## src/rtl/rv32i_types_pkg.sv

```systemverilog
// Shared RV32I encodings for the memory stage: load/store funct3 values
// and the memory-access controller states.
package rv32i_types;

  typedef enum logic [2:0] {
    lb  = 3'b000,
    lh  = 3'b001,
    lw  = 3'b010,
    lbu = 3'b100,
    lhu = 3'b101
  } load_funct3_t;

  typedef enum logic [2:0] {
    sb = 3'b000,
    sh = 3'b001,
    sw = 3'b010
  } store_funct3_t;

  typedef enum logic [1:0] {
    IDLE,
    BUSY,
    DONE
  } mem_state_t;

endpackage

```

## src/rtl/load_store_align.sv

```systemverilog
// Combinational byte-lane logic for RV32I loads and stores: byte enables,
// store-data lane shift, load extraction/extension and the misalign flag.
module load_store_align
  import rv32i_types::*;
(
  input  logic        mem_op,
  input  logic [2:0]  funct3,
  input  logic [1:0]  off,
  input  logic [31:0] rs2,
  input  logic [31:0] rdata,
  output logic [3:0]  mbe,
  output logic [31:0] wdata,
  output logic [31:0] load_data,
  output logic        misalign
);

  logic [31:0] shifted;

  always_comb begin
    misalign = mem_op && (((funct3[1:0] == 2'b01) && off[0]) ||
                          ((funct3[1:0] == 2'b10) && (off != 2'b00)));
    wdata    = rs2 << {off, 3'b000};
    case (store_funct3_t'(funct3))
      sb:      mbe = 4'b0001 << off;
      sh:      mbe = 4'b0011 << off;
      sw:      begin
        mbe   = 4'hF;
        wdata = rs2;
      end
      default: mbe = 4'h0;
    endcase

    // The addressed byte/halfword is moved down to bit 0 before extension.
    shifted = rdata >> {off, 3'b000};
    case (load_funct3_t'(funct3))
      lb:      load_data = {{24{shifted[7]}}, shifted[7:0]};
      lbu:     load_data = {24'h0, shifted[7:0]};
      lh:      load_data = {{16{shifted[15]}}, shifted[15:0]};
      lhu:     load_data = {16'h0, shifted[15:0]};
      default: load_data = rdata;
    endcase
  end

endmodule

```

## src/rtl/mem_access_stage.sv

```systemverilog
// RV32I memory stage: EX/MEM register, data-cache handshake controller,
// load formatting and writeback presentation with pipeline stall.
module mem_access_stage
  import rv32i_types::*;
#(
  parameter int XLEN = 32
) (
  input  logic            clk,
  input  logic            rst,
  input  logic            ex_valid,
  input  logic            ex_mem_read,
  input  logic            ex_mem_write,
  input  logic [2:0]      ex_funct3,
  input  logic [XLEN-1:0] ex_alu_out,
  input  logic [XLEN-1:0] ex_rs2_out,
  input  logic [4:0]      ex_rd,
  input  logic            flush,
  input  logic            dmem_resp,
  input  logic [XLEN-1:0] dmem_rdata,
  output logic            dmem_read,
  output logic            dmem_write,
  output logic [XLEN-1:0] dmem_address,
  output logic [XLEN-1:0] dmem_wdata,
  output logic [3:0]      dmem_mbe,
  output logic            mem_stall,
  output logic            wb_valid,
  output logic [4:0]      wb_rd,
  output logic [XLEN-1:0] wb_data,
  output logic            misalign
);

  mem_state_t      state_q, state_d;
  logic            m_valid_q, m_valid_d;
  logic            m_read_q, m_read_d;
  logic            m_write_q, m_write_d;
  logic [2:0]      m_funct3_q, m_funct3_d;
  logic [XLEN-1:0] m_addr_q, m_addr_d;
  logic [XLEN-1:0] m_wdata_q, m_wdata_d;
  logic [4:0]      m_rd_q, m_rd_d;
  logic            kill_q, kill_d;
  logic [XLEN-1:0] rdata_q, rdata_d;

  logic            mem_op;
  logic            mis_op;
  logic            issue;
  logic            req;
  logic [3:0]      lane_mbe;
  logic [XLEN-1:0] lane_wdata;
  logic [XLEN-1:0] load_data;

  assign mem_op = m_read_q | m_write_q;
  assign issue  = m_valid_q && mem_op && !mis_op;

  load_store_align u_align (
    .mem_op    (mem_op),
    .funct3    (m_funct3_q),
    .off       (m_addr_q[1:0]),
    .rs2       (m_wdata_q),
    .rdata     (rdata_q),
    .mbe       (lane_mbe),
    .wdata     (lane_wdata),
    .load_data (load_data),
    .misalign  (mis_op)
  );

  always_ff @(posedge clk) begin
    if (rst) begin
      state_q    <= IDLE;
      m_valid_q  <= 1'b0;
      m_read_q   <= 1'b0;
      m_write_q  <= 1'b0;
      m_funct3_q <= 3'b000;
      m_addr_q   <= '0;
      m_wdata_q  <= '0;
      m_rd_q     <= 5'd0;
      kill_q     <= 1'b0;
      rdata_q    <= '0;
    end else begin
      state_q    <= state_d;
      m_valid_q  <= m_valid_d;
      m_read_q   <= m_read_d;
      m_write_q  <= m_write_d;
      m_funct3_q <= m_funct3_d;
      m_addr_q   <= m_addr_d;
      m_wdata_q  <= m_wdata_d;
      m_rd_q     <= m_rd_d;
      kill_q     <= kill_d;
      rdata_q    <= rdata_d;
    end
  end

  always_comb begin
    m_valid_d  = m_valid_q;
    m_read_d   = m_read_q;
    m_write_d  = m_write_q;
    m_funct3_d = m_funct3_q;
    m_addr_d   = m_addr_q;
    m_wdata_d  = m_wdata_q;
    m_rd_d     = m_rd_q;
    if (!mem_stall) begin
      m_valid_d  = ex_valid && !flush;
      m_read_d   = ex_mem_read;
      m_write_d  = ex_mem_write;
      m_funct3_d = ex_funct3;
      m_addr_d   = ex_alu_out;
      m_wdata_d  = ex_rs2_out;
      m_rd_d     = ex_rd;
    end
    rdata_d = rdata_q;
    if (dmem_resp && (state_q == BUSY || (state_q == IDLE && issue))) rdata_d = dmem_rdata;
    // A flush seen while a transaction is in flight only suppresses its writeback.
    kill_d = kill_q;
    if (state_q == DONE) kill_d = 1'b0;
    else if (flush && (state_q == BUSY || issue)) kill_d = 1'b1;
  end

  always_comb begin
    state_d = state_q;
    case (state_q)
      IDLE:    if (issue) state_d = dmem_resp ? DONE : BUSY;
      BUSY:    if (dmem_resp) state_d = DONE;
      DONE:    state_d = IDLE;
      default: state_d = IDLE;
    endcase
  end

  always_comb begin
    req       = 1'b0;
    mem_stall = 1'b0;
    wb_valid  = 1'b0;
    case (state_q)
      IDLE: begin
        if (issue) begin
          req       = 1'b1;
          mem_stall = 1'b1;
        end else begin
          wb_valid = m_valid_q;
        end
      end
      BUSY: begin
        req       = 1'b1;
        mem_stall = 1'b1;
      end
      DONE:    wb_valid = m_valid_q && !kill_q && !flush;
      default: ;
    endcase
    dmem_read    = req && m_read_q;
    dmem_write   = req && m_write_q;
    dmem_address = req ? {m_addr_q[XLEN-1:2], 2'b00} : '0;
    dmem_wdata   = dmem_write ? lane_wdata : '0;
    dmem_mbe     = dmem_write ? lane_mbe : 4'h0;
    wb_rd        = (wb_valid && !m_write_q) ? m_rd_q : 5'd0;
    misalign     = wb_valid && mis_op;
    wb_data      = '0;
    if (wb_valid && !mis_op) begin
      if (m_read_q) wb_data = load_data;
      else if (!m_write_q) wb_data = m_addr_q;
    end
  end

endmodule
```

## config.mk

```make
export PLATFORM = sky130hd
export DESIGN_NAME = mem_access_stage
export DESIGN_NICKNAME = d
export VERILOG_FILES = /design/src/rtl/rv32i_types_pkg.sv /design/src/rtl/load_store_align.sv /design/src/rtl/mem_access_stage.sv
export SDC_FILE = /design/constraint.sdc
export NUM_CORES = 1
export LEC_CHECK = 0
export BUFFER_PORTS_ARGS = -buffer_cell sky130_fd_sc_hd__buf_2
export CORE_ASPECT_RATIO = 1.2
export CORE_MARGIN = 5
export CORE_UTILIZATION = 44
export CTS_CLUSTER_SIZE = 28
export DETAILED_ROUTE_END_ITERATION = 6
export PLACE_DENSITY = 0.7
export SLEW_MARGIN = 20
export SYNTH_ARGS = -nofsm -noshare
export SYNTH_HDL_FRONTEND = slang
export SYNTH_SLANG_ARGS = --single-unit
```

## constraint.sdc

```tcl
create_clock -name clk -period 6.85 [get_ports clk]
set_clock_uncertainty 0.2 [all_clocks]
set_input_delay 1.7125 -clock clk [delete_from_list [all_inputs] [get_ports clk]]
set_output_delay 1.7125 -clock clk [all_outputs]
set_load 0.02 [all_outputs]
```

### Yosys cells after proc, flatten, opt, wreduce, memory -nomap -nowiden

Cells that the tools add are included.

* register bits: 110
* input bits: 111
* output and inout port bits: 110
* word-level logic and storage cells: 71

* eq/ne operators: 10
* shift-type cells: 4
* muxes and demuxes: 18
* bitwise operators: 1
* reduce and logical (&&, ||, !) cells: 28

Operators with widths (count)
* 32-bit two-way mux: 6
* 32-bit one-hot mux with 4 select lines: 1
* 32-bit by 5-bit << shifter with 32-bit output: 1
* 32-bit by 5-bit >> shifter with 16-bit output: 1
* 1-bit logical AND: 16
* 4-bit one-hot mux with 3 select lines: 1
* 3-bit == test (second input constant): 2
* 2-bit two-way mux: 3
* 5-bit two-way mux: 1
* 2-bit by 1-bit == test with 1-bit output (second input constant): 2
* 2-bit == test (second input constant): 2
* 1-bit zero test: 4
* 4-bit two-way mux: 1
* 2-bit != test (second input constant): 2
* 1-bit one-hot mux with 2 select lines: 2
* 2-bit one-hot mux with 2 select lines: 1
* 1-bit by 2-bit << shifter with 4-bit output (first input constant): 1
* 2-bit by 2-bit << shifter with 4-bit output (first input constant): 1
* 3-bit by 1-bit == test with 1-bit output (second input constant): 1
* 3-bit by 2-bit == test with 1-bit output (second input constant): 1
* 3-bit zero test: 1
* 1-bit logical OR: 3
* 2-bit zero test: 1
* 1-bit two-way mux: 2
* other kinds (4): 4

### Logic depth before layout (Yosys ltp)

Gate-level depths: netlist of run 1.

* depth after elaboration: 10
* depth in mapped cells: 8
* gate-level depth less buffers: 4

### By module

From an unflattened synthesis of run 1, not the netlist that was laid out.

* cell total of the unflattened synthesis: 956
* area total of the unflattened synthesis: 6954.2 µm²

Modules (own cells, without submodules)
* mem_access_stage: times used 1, cells each 684, area each 5355.1 µm², seq. area each 2202.1 µm²
* load_store_align: times used 1, cells each 272, area each 1599.0 µm², seq. area each 0.0 µm²

### Least setup slack after synthesis of run 1

No wires, ideal clock.

* path kind: input port to output port
* start: input flush
* end: output wb_data[7]
* data arrival time: 2.929 ns
* required time: 4.938 ns
* path slack: 2.009 ns
* stages on the path: 4
* buffers on the path: 0
* path through: or2_2 -> nor3_1 -> a22oi_1 -> a211oi_1

* cells in the longest elaborated chain, start to end: 5

Ends and longest elaborated chain
* start: declaration: line mem_access_stage.sv:17 `input logic flush,`
* 1-bit zero test: line mem_access_stage.sv:144 `DONE: wb_valid = m_valid_q && !kill_q && !flush;`
* 1-bit logical AND: line mem_access_stage.sv:144
* 1-bit one-hot mux with 2 select lines: line mem_access_stage.sv:131 `case (state_q)`
* 1-bit logical AND: line mem_access_stage.sv:155 `if (wb_valid && !mis_op) begin`
* 32-bit two-way mux: line mem_access_stage.sv:155
* end: declaration: line mem_access_stage.sv:28 `output logic [XLEN-1:0] wb_data,`

Every way passes these cells.

### Final worst setup path of run 1

* start: register m_addr_q[0]
* end: output dmem_wdata[14]

* cells in the longest elaborated chain, start to end: 10
* elaborated cells on any way between the ends: 13
* those cells by class: shift: 1; mux: 4; reduce/logical: 8

Ends and longest elaborated chain
* start: declaration: line mem_access_stage.sv:37 `logic [XLEN-1:0] m_addr_q, m_addr_d;`
* start signal: assignment: line mem_access_stage.sv:84 `m_addr_q <= m_addr_d;`
* 2-bit nonzero test: line load_store_align.sv:21 `((funct3[1:0] == 2'b10) && (off != 2'b00)));`
* 1-bit logical AND: line load_store_align.sv:21
* 1-bit logical OR: line load_store_align.sv:20 `misalign = mem_op && (((funct3[1:0] == 2'b01) && off[0]) ||`
* 1-bit logical AND: line load_store_align.sv:20
* 1-bit zero test: line mem_access_stage.sv:52 `assign issue = m_valid_q && mem_op && !mis_op;`
* 1-bit logical AND: line mem_access_stage.sv:52
* 1-bit two-way mux: line mem_access_stage.sv:133 `if (issue) begin`
* 1-bit one-hot mux with 2 select lines: line mem_access_stage.sv:131
* 1-bit logical AND: line mem_access_stage.sv:148 `dmem_write = req && m_write_q;`
* 32-bit two-way mux (*): line mem_access_stage.sv:150 `dmem_wdata = dmem_write ? lane_wdata : '0;`
* end: declaration: line mem_access_stage.sv:23 `output logic [XLEN-1:0] dmem_wdata,`

Every way passes the cells marked *; elsewhere a longest branch is shown, timed or not.

==> impl_results.md, run 1 <==
- Synth Cell Area: 0.00661 mm²
- Slew @ Worst Pin: 1.14 ns
- Initial core utilization: 44.4%
- Worst Hold Launch: rdata_q[3]
- Largest net degree at the start of global routing: 91
- Cell variety after synth: 47
- Startpoint type of the worst setup path: register
- Hpwl dp: 15600 µm
- Routed WL: 22900 µm
- Die area: 0.0176 mm²
- WP data required: 4.94 ns
- DR DRC count: 0
- Worst r2r src: m_funct3_q[1]
- Post-CTS Hold Buffers: 0
- Net Switching: 0.427 mW
- LEAKAGE: 3.45 nW
- Site row count: 49
- Ys async rst share: 0%
- Clock Sink Count: 110
- Initial antenna violation count: 0
- Placed cell count: 1159
- Status: finished, final reports clean
- Worst-Skew Late Latency: 0.36 ns
- Port Buffer Count: 218
- Setup TNS: 0 ns
- Combinational power share: 16.0%
- Final Wtd Congestion: 0.888
- Top-Level Pins: 221
- Setup violations, final: 0
- P_int: 1.02 mW
- Post-CTS setup buffers: 0
- Fin nets: 1077
- Antenna viol nets, final: 0
- Post-synth top flop: dfxtp_1
- Worst Reg2Reg Path Length in Cells: 6
- Synth top area share: 33.3%
- #FFs+latches synth: 110
- Seq pwr share: 49.5%
- Die span in y: 144 µm
- Vias in the first global route: 6335
- Final period util: 77.8%
- Sw frac: 29.6%
- Arr. time, crit path: 3.42 ns
- Nature of the critical path endpoint: primary output
- Max transition margin: 23.8%
- DR iter-0 viols: 587
- Hold Path Class: reg2reg
- Fillers: 1516
- DIE WIDTH: 122 µm
- Diode count: 0
- Post-DR vias/cell: 5.85
- First-pass GRT wire length: 34800 µm
- EDFF count, synth: 0
- Post-CTS Resized: 0
- Max Clock Freq: 188 MHz
- Synth area leader: dfxtp_1
- Dpl ws: 1.73 ns
- Non-Filler Instances: 1175
- Register area: 0.00220 mm²
- Multi-input logic area: 0.00377 mm²
- Seq/Total Area, Yosys: 33.3%
- Overall Global Routing Usage: 24.9%
- CTS tree: done
- Synth-to-layout area growth: 18.9%
- Synth area leaders: dfxtp_1, o211ai_1, a21oi_1
- Num CTS Buffers: 9
- Overflow after GRT: 0
- Core area: 0.0149 mm²
- Max VDD drop: 0.108 mV
- Mapped Avg Cell Area: 8.07 µm²
- H-tree Lvls: 3
- Most frequent cells in the layout: buf_2, dfxtp_1, a21oi_1
- Commonest non-fill, non-tap cell in the layout: buf_2
- Setup Crit Path Kind: reg2out
- Root Buffer: clkbuf_16
- CP startpoint: m_addr_q[0]
- Pre-antenna DRT Iters: 6
- Worst-path clk slew: 0.07 ns
- Clock share of power: 34.5%
- RSZ-0062 raised after global routing: false
- Placed Area: 0.00759 mm²
- Final Hold Vio Count: 0
- DR WL/cell: 19.5 µm
- Post-Synthesis Cells: 819
- Max-slew violation count: 0
- Share of cells above drive strength 1: 27.1%
- Clock buffer depth: 2
- DR vias: 6870
- Tmin final: 5.33 ns
- Cell Pwr Density: 184 mW/mm²
- Synthesis warning total: 0
- Cells on Worst Hold Path: 2
- Final setup margin: 1.52 ns
- Max-cap violations: 0
- Final Cell Area: 0.00786 mm²
- CP Max Fanout: 24
worst max-delay path, cell delays in order (launching register included):
cell and delay [ns]:
dfxtp_1 0.93, inv_1 0.63, nor3_1 0.97, a22oi_1 0.19, nor2_1 0.16, buf_2 0.18
registers in the layout, summed over array words and instances, names as in the netlist:
name        flops
kill_q          1
m_addr_q       32
m_funct3_q      3
m_rd_q          5
m_read_q        1
m_valid_q       1
m_wdata_q      32
m_write_q       1
rdata_q        32
state_q         2
routing by layer:
metal,global-route usage (%),wire length (µm)
met3,4.30,1770
met5,0,0
met1,32.7,9370
met4,8.32,575
met2,41.6,11200
kinds of logic after synthesis:
| family | Yosys count | synth area share, % |
|---|---|---|
| AOI/OAI and AO/OA | 283 | 29.7 |
| xor gates and xnor gates | 1 | 0.133 |
| buffers and inverters | 141 | 10.0 |
| DFF | 110 | 33.3 |
| muxes | 51 | 7.95 |
| other | 1 | 0.0567 |
| and+or+nand+nor | 232 | 18.8 |
path summary, 6_finish.rpt:
path	slack (ns)	endpoint
min	0.28	rdata_q[3]
max	1.52	dmem_wdata[14]
min reg2reg	0.28	rdata_q[3]
max reg2reg	3.42	m_wdata_q[21]
stage by stage:
stage	hold WS [ns]	total power [mW]	utilization [%]
floorplan	0.248	0.874	-
global placement	0.262	0.957	51.0
detailed placement	0.266	0.957	51.0
CTS	0.280	1.45	52.8
global route	0.294	1.51	52.8
finish	0.277	1.45	52.8
Yosys cell counts, drive strengths merged (15+ instances only):
cell type / number
inv: 42
a22oi: 34
o2bb2ai: 22
buf: 40
dfxtp: 110
nor2: 41
nand2b: 66
nand3: 74
o211ai: 76
nor3b: 15
mux2i: 48
clkbuf: 57
a21oi: 105
layout make-up:
cell class / count / share of cell area (%)
repair buffers: 232 / 15.3
multi-input cells: 569 / 48.0
flip-flops and latches: 110 / 28.0
clock inverters: 5 / 0.446
clock buffers: 11 / 2.96
inverters: 44 / 2.10
well taps: 204 / 3.25
power groups by stage:
| stage | combinational (mW) | sequential [mW] | clock [mW] |
|---|---|---|---|
| CTS | 0.229 | 0.714 | 0.508 |
| finish | 0.231 | 0.715 | 0.499 |
| global placement | 0.228 | 0.729 | 0 |
| detailed placement | 0.228 | 0.729 | 0 |
| global route | 0.252 | 0.719 | 0.535 |
| floorplan | 0.170 | 0.704 | 0 |
Note: power is estimated with default switching activity, not from simulation.
==> inputs of run 2 (changes only) <==
- ABC_AREA: not set -> 1
- PLACE_DENSITY: 0.7 -> 0.71
- clock period: 6.85 -> 5.25 ns (I/O delays scaled with it)
==> impl_results.md, run 2 <==
- Setup violations, final: 0 (unchanged)
- Synth Area in Simple Gates: 35.2% (+16 points)
- DR vias: 6990 (+1.7%)
- GRT busiest layer: met2
- Top delay family on crit path: simple AND/OR/NAND/NOR gates
- Core area: 0.0138 mm² (-7.6%)
- Synth area leader: dfxtp_1
- Synthesis warning total: 0 (unchanged)
- EDFF count, synth: 0 (unchanged)
- Max-slew violation count: 0 (unchanged)
- Antenna viol nets, final: 0 (unchanged)
- CP max stage delay: 0.76 ns (-0.21 ns)
- Setup TNS: 0 ns (unchanged)
- Biggest regs: m_addr_q x32, m_wdata_q x32, rdata_q x32
- H-tree Lvls: 3 (unchanged)
- DR DRC count: 0 (unchanged)
- GR Util met2: 41.6% (about the same)
- Initial antenna violation count: 1 (+1)
- Max-cap violations: 0 (unchanged)
- Fillers: 1475 (-2.7%)
- RSZ-0062 raised after global routing: false
- Hpwl dp: 15300 µm (-1.6%)
- CTS tree: done
- Worst path cell trace: inv_2, nand3_1, nand3_4, nand2_4, nand3_2, nor3_1, buf_2
- Worst-path clk slew: 0.07 ns (about the same)
- Commonest cells post-synth: nor2_1, nand2_1, o21ai_0
- Vias in the first global route: 6439 (+1.6%)
- Clock Sink Count: 110 (unchanged)
- Overall Global Routing Usage: 24.4% (-0.48 points)
- Mapped Avg Cell Area: 6.21 µm² (-23%)
- Seq/Total Area, Yosys: 35.8% (+2.4 points)
- Initial core utilization: 44.7% (+0.38 points)
- Hold Path Class: reg2reg
- Clock buffer depth: 2 (unchanged)
- Post-synth top flop: dfxtp_1
- WP data required: 3.74 ns (-1.20 ns)
- Most frequent cells in the layout: buf_2, nor2_1, nand2_1
- Site row count: 47 (-4.1%)
- Post-DR vias/cell: 5.26 (-10%)
- Synth-to-layout area growth: 20.7%
- Area share of fa/ha/maj cells after synthesis: 0% (unchanged)
- Post-CTS setup buffers: 0 (unchanged)
- WP buf/inv: 2 (unchanged)
- Routing usage on met1: 30.9% (-1.8 points)
- First-pass GRT wire length: 33300 µm (-4.4%)
- Ys async rst share: 0% (unchanged)
- Final Wtd Congestion: 0.912 (+2.7%)
- Most frequent cell after synthesis: nor2_1
- Power consumption: 2.02 mW (+40%)
- Post-CTS Hold Buffers: 0 (unchanged)
- Fin nets: 1265 (+17%)
- Final Hold Vio Count: 0 (unchanged)
- Synth top area share: 35.8% (+2.4 points)
- Tmin final: 4.85 ns
- Arr. time, crit path: 3.34 ns (-0.08 ns)
- Worst-Skew Late Latency: 0.34 ns (-0.02 ns)
- Max VDD drop: 0.205 mV (+90%)
- Post-synthesis xor/xnor area fraction: 0% (-0.13 points)
- CP Max Fanout: 43 (+79%)
- Diode count: 0 (unchanged)
- Synth area leaders: dfxtp_1, nor2_1, nand2_1
- Num CTS Buffers: 9 (unchanged)
- Top-Level Pins: 221 (unchanged)
- #FFs+latches synth: 110 (unchanged)
- Commonest non-fill, non-tap cell in the layout: buf_2
- Nature of the critical path endpoint: primary output
- Port Buffer Count: 218 (unchanged)
- Cell variety after synth: 29 (-38%)
- Die span in y: 140 µm (-3.2%)
- DR WL/cell: 15.8 µm (-19%)
- Max Clock Freq: 206 MHz
- Overflow after GRT: 0 (unchanged)
- Cell Pwr Density: 272 mW/mm² (+48%)
- Status: finished, final reports clean
- Register area: 0.00220 mm² (about the same)
- Post-CTS Resized: 0 (unchanged)
- Routed WL: 21000 µm (-8.0%)
- DIE WIDTH: 118 µm (-3.2%)
- Slew @ Worst Pin: 0.839 ns (-0.299 ns)
- Die area: 0.0165 mm² (-6.3%)
- Post-Synthesis Cells: 991 (+21%)
- Pre-antenna DRT Iters: 5 (-1)
- Synth Area in Compound Gates: 18.2% (-12 points)
- Met3 Track Usage GR: 6.01% (+1.7 points)
- Multiplexer share of the synthesized area: 0% (-8.0 points)
- DR iter-0 viols: 551 (-6.1%)
- Multi-input logic area: 0.00329 mm² (-13%)
- Max transition margin: 44.0% (+20 points)
- Largest net degree at the start of global routing: 68 (-25%)
- LEAKAGE: 3.82 nW (+11%)
- Synth Cell Area: 0.00616 mm² (-6.8%)
- Root Buffer: clkbuf_16
- Largest family of logic cells by synthesized area: simple AND/OR/NAND/NOR gates
- CP max stage cell: dfxtp_1
- Final period util: 92.5%
- Share of cells above drive strength 1: 22.7% (-4.4 points)
- Startpoint type of the worst setup path: register
- Setup Crit Path Kind: reg2out
==> run 2: changes by cell type in the layout (fill, tap and decap cells not counted), moves of 22 or more <==
cell / previous run / this run
nand2_1: 9 / 190
nor2_1: 40 / 209
o21ai_0: 2 / 115
o211ai_1: 75 / 0
nand2b_1: 66 / 0
mux2i_1: 48 / 0
a21oi_1: 105 / 75
a22oi_1: 33 / 9
inv_1: 42 / 65
o2bb2ai_1: 22 / 0
==> run 2: cells by family after synthesis <==
logic type,Yosys count
simple gates,523
compound gates,212
buf+inv,145
flops,110
other cells,1
==> run 2: final cells by class <==
class / count / area share [%]
clock inverters: 4 / 0.976
multi-input cells: 737 / 44.3
repair buffers: 227 / 15.6
well taps: 171 / 2.88
flip-flops and latches: 110 / 29.6
clock buffers: 11 / 3.13
inverters: 69 / 3.48
==> run 2: metal layers <==
layer	wire length, µm	share of wire, %
met2	10200	49
met4	461	2.2
met1	8580	41
met3	1770	8.4
met5	13	0.062
==> run 2: worst paths after layout <==
path	cells past startpoint	slack, ns	from	to
min	2	0.29	rdata_q[1]	rdata_q[1]
max reg2reg	9	1.79	m_funct3_q[1]	m_addr_q[26]
max	7	0.40	m_funct3_q[1]	dmem_wdata[16]
min reg2reg	2	0.29	rdata_q[1]	rdata_q[1]
==> run 2: worst register-to-register path: cells and delay by family (launching register included) <==
family | cells | cell delay, ns
AO/OA/AOI/OAI | 1 | 0.14
buffers and inverters | 2 | 0.87
flip-flops | 1 | 0.76
AND/OR/NAND/NOR | 6 | 1.40
==> run 2: power breakdown <==
group          switching, mW  leakage [nW]  internal (mW)
sequential            0.0459         0.908          0.888
combinational          0.250          2.77          0.127
clock                  0.297         0.146          0.415
total                  0.593          3.82           1.43
==> run 2: metrics by stage <==
step                      area, µm²  util, %  hold slack (ns)  worst slack, ns  cells
after floorplan                6160        -            0.255             1.43    992
after global placement         7130     51.8            0.269            0.823   1314
after detailed placement       7130     51.8            0.274            0.747   1314
after CTS                      7430     54.0            0.291            0.364   1329
after global routing           7430     54.0            0.318           0.0805   1329
final                          7430     54.0            0.286            0.395   1329
==> inputs of run 3 (changes only) <==
- CORE_UTILIZATION: 44 -> 50
- PLACE_DENSITY: 0.71 -> 0.79
==> impl_results.md, run 3 (same netlist as run 2, synthesis figures left out) <==
- Status: finished, final reports clean
- Cell Pwr Density: 274 mW/mm² (+0.53%)
- Worst path cell trace: inv_2, buf_4, nor2_2, nand2_2, nand3_4, nand2_4, nand3_2, a21oi_1, buf_2
- Worst r2r src: m_funct3_q[1]
- Antenna viol nets, final: 0 (unchanged)
- DIE WIDTH: 111 µm (-5.7%)
- Worst Hold Launch: rdata_q[1]
- Combinational power share: 18.7% (about the same)
- CP max stage delay: 0.54 ns (-0.22 ns)
- Pre-antenna DRT Iters: 5 (unchanged)
- Final period util: 88.2% (-4.3 points)
- Register area: 0.00220 mm² (unchanged)
- Crit path capture: dmem_mbe[1]
- Power consumption: 2.03 mW (+0.46%)
- Worst-Skew Late Latency: 0.34 ns (about the same)
- DR iter-0 viols: 578 (+4.9%)
- Largest net degree at the start of global routing: 68 (unchanged)
- Sw frac: 29.6% (+0.26 points)
- Synth-to-layout area growth: 20.6% (about the same)
- P_int: 1.43 mW (about the same)
- Initial core utilization: 50.8% (+6.1 points)
- Initial antenna violation count: 1 (unchanged)
- DR vias: 6975 (-0.21%)
- H-tree Lvls: 3 (unchanged)
- CP startpoint: m_funct3_q[1]
- Most frequent cells in the layout: buf_2, nor2_1, nand2_1
- Seq pwr share: 45.9% (-0.2 points)
- Die span in y: 132 µm (-5.7%)
- Biggest regs: m_addr_q x32, m_wdata_q x32, rdata_q x32
- Setup violations, final: 0 (unchanged)
- CP max stage cell: nand3_2
- Overflow after GRT: 0 (unchanged)
- Worst Reg2Reg Path Length in Cells: 10 (+1)
- DR DRC count: 0 (unchanged)
- CTS tree: done
- Arr. time, crit path: 3.12 ns (-0.22 ns)
- Overall Global Routing Usage: 27.2% (+2.8 points)
- Max Clock Freq: 216 MHz (+4.8%)
- Max VDD drop: 0.183 mV (-11%)
- Final Wtd Congestion: 0.968 (+6.1%)
- Tmin final: 4.63 ns (-0.223 ns)
- Worst-path clk slew: 0.07 ns (about the same)
- Hold Path Class: reg2reg
- Post-CTS Hold Buffers: 0 (unchanged)
- LEAKAGE: 3.82 nW (about the same)
- Fin nets: 1266 (+0.079%)
- RSZ-0062 raised after global routing: false
- Core area: 0.0121 mm² (-12%)
- Num CTS Buffers: 9 (unchanged)
- Slew @ Worst Pin: 0.913 ns (+0.0734 ns)
- WP data required: 3.74 ns (about the same)
- Clock share of power: 35.4% (+0.2 points)
- R2R setup slack: 1.79 ns (about the same)
- Top-Level Pins: 221 (unchanged)
- Net Switching: 0.601 mW (+1.3%)
- Root Buffer: clkbuf_16
- Site row count: 44 (-6.4%)
- Port Buffer Count: 218 (unchanged)
- Hpwl dp: 15200 µm (-0.91%)
- Post-CTS setup buffers: 0 (unchanged)
- Reg2reg end: m_wdata_q[28]
- DR WL/cell: 15.9 µm (+0.36%)
- CP Max Fanout: 43 (unchanged)
- Vias in the first global route: 6655 (+3.4%)
- Multi-input logic area: 0.00329 mm² (unchanged)
- Clock buffer depth: 2 (unchanged)
- Top delay family on crit path: simple AND/OR/NAND/NOR gates
- Diode count: 0 (unchanged)
- WP buf/inv: 3 (+1)
- Startpoint type of the worst setup path: register
- Die area: 0.0146 mm² (-11%)
- Max-slew violation count: 0 (unchanged)
- Nature of the critical path endpoint: primary output
- Final hold slack: 0.289 ns (+0.00316 ns)
- Setup Crit Path Kind: reg2out
- Post-DR vias/cell: 5.28 (+0.47%)
- Post-CTS Resized: 0 (unchanged)
- Commonest non-fill, non-tap cell in the layout: buf_2
- Setup TNS: 0 ns (unchanged)
- Fillers: 1231 (-17%)
- WP depth: 9 (+2)
- Clock Sink Count: 110 (unchanged)
- First-pass GRT wire length: 32900 µm (-1.0%)
- Routed WL: 21000 µm (-0.32%)
- Max-cap violations: 0 (unchanged)
- Share of cells above drive strength 1: 22.8% (+0.067 points)
- Final Hold Vio Count: 0 (unchanged)
- Max transition margin: 38.9% (-5.1 points)
[run 3: cell count changes in the layout (fill, tap and decap cells not counted), sizes merged]
cell	previous run	this run
buf	227	228
[run 3: worst register-to-register path: cells and delay by family (launching register included)]
kind	cells	cell delay, ns
compound gates	1	0.14
simple gates	6	1.59
flops	1	0.77
buf+inv	3	0.71
[run 3: layout make-up]
class,instances,share of cell area (%)
Multi-Input combinational cell,737,44.3
Sequential cell,110,29.6
Timing Repair Buffer,228,15.7
Inverter,69,3.49
Clock buffer,11,3.13
Tap cell,161,2.71
Clock inverter,4,0.977
[run 3: worst min-delay path by stage]
stage                        end  slack [ns]  cells past startpoint
finish                rdata_q[1]        0.29                      2
detailed placement    rdata_q[1]        0.28                      2
global placement      rdata_q[1]        0.27                      2
floorplan             rdata_q[0]        0.25                      2
global route        m_addr_q[29]        0.33                      2
CTS                   rdata_q[1]        0.29                      2
[run 3: routing by layer]
layer | up-vias | global-route usage, % | wire [µm]
li1 | 3519 | - | -
met1 | 3075 | 32.4 | 8360
met2 | 323 | 46.4 | 9950
met3 | 56 | 6.85 | 1830
met4 | 2 | 12.0 | 826
met5 | - | 0 | 11
[run 3: stage by stage]
stage | cell area [µm²] | util, % | cells | setup slack [ns]
global placement | 7120 | 58.8 | 1305 | 1.05
floorplan | 6160 | - | 992 | 1.43
CTS | 7430 | 61.3 | 1320 | 0.626
global route | 7430 | 61.3 | 1320 | 0.373
finish | 7430 | 61.3 | 1320 | 0.618
detailed placement | 7120 | 58.8 | 1305 | 1.01
[run 3: power groups by stage]
stage	sequential [mW]	combinational (mW)	clock [mW]
after floorplan	0.931	0.276	0
after global placement	0.950	0.375	0
after detailed placement	0.951	0.375	0
after CTS	0.932	0.378	0.724
after global routing	0.939	0.425	0.756
final	0.933	0.381	0.719
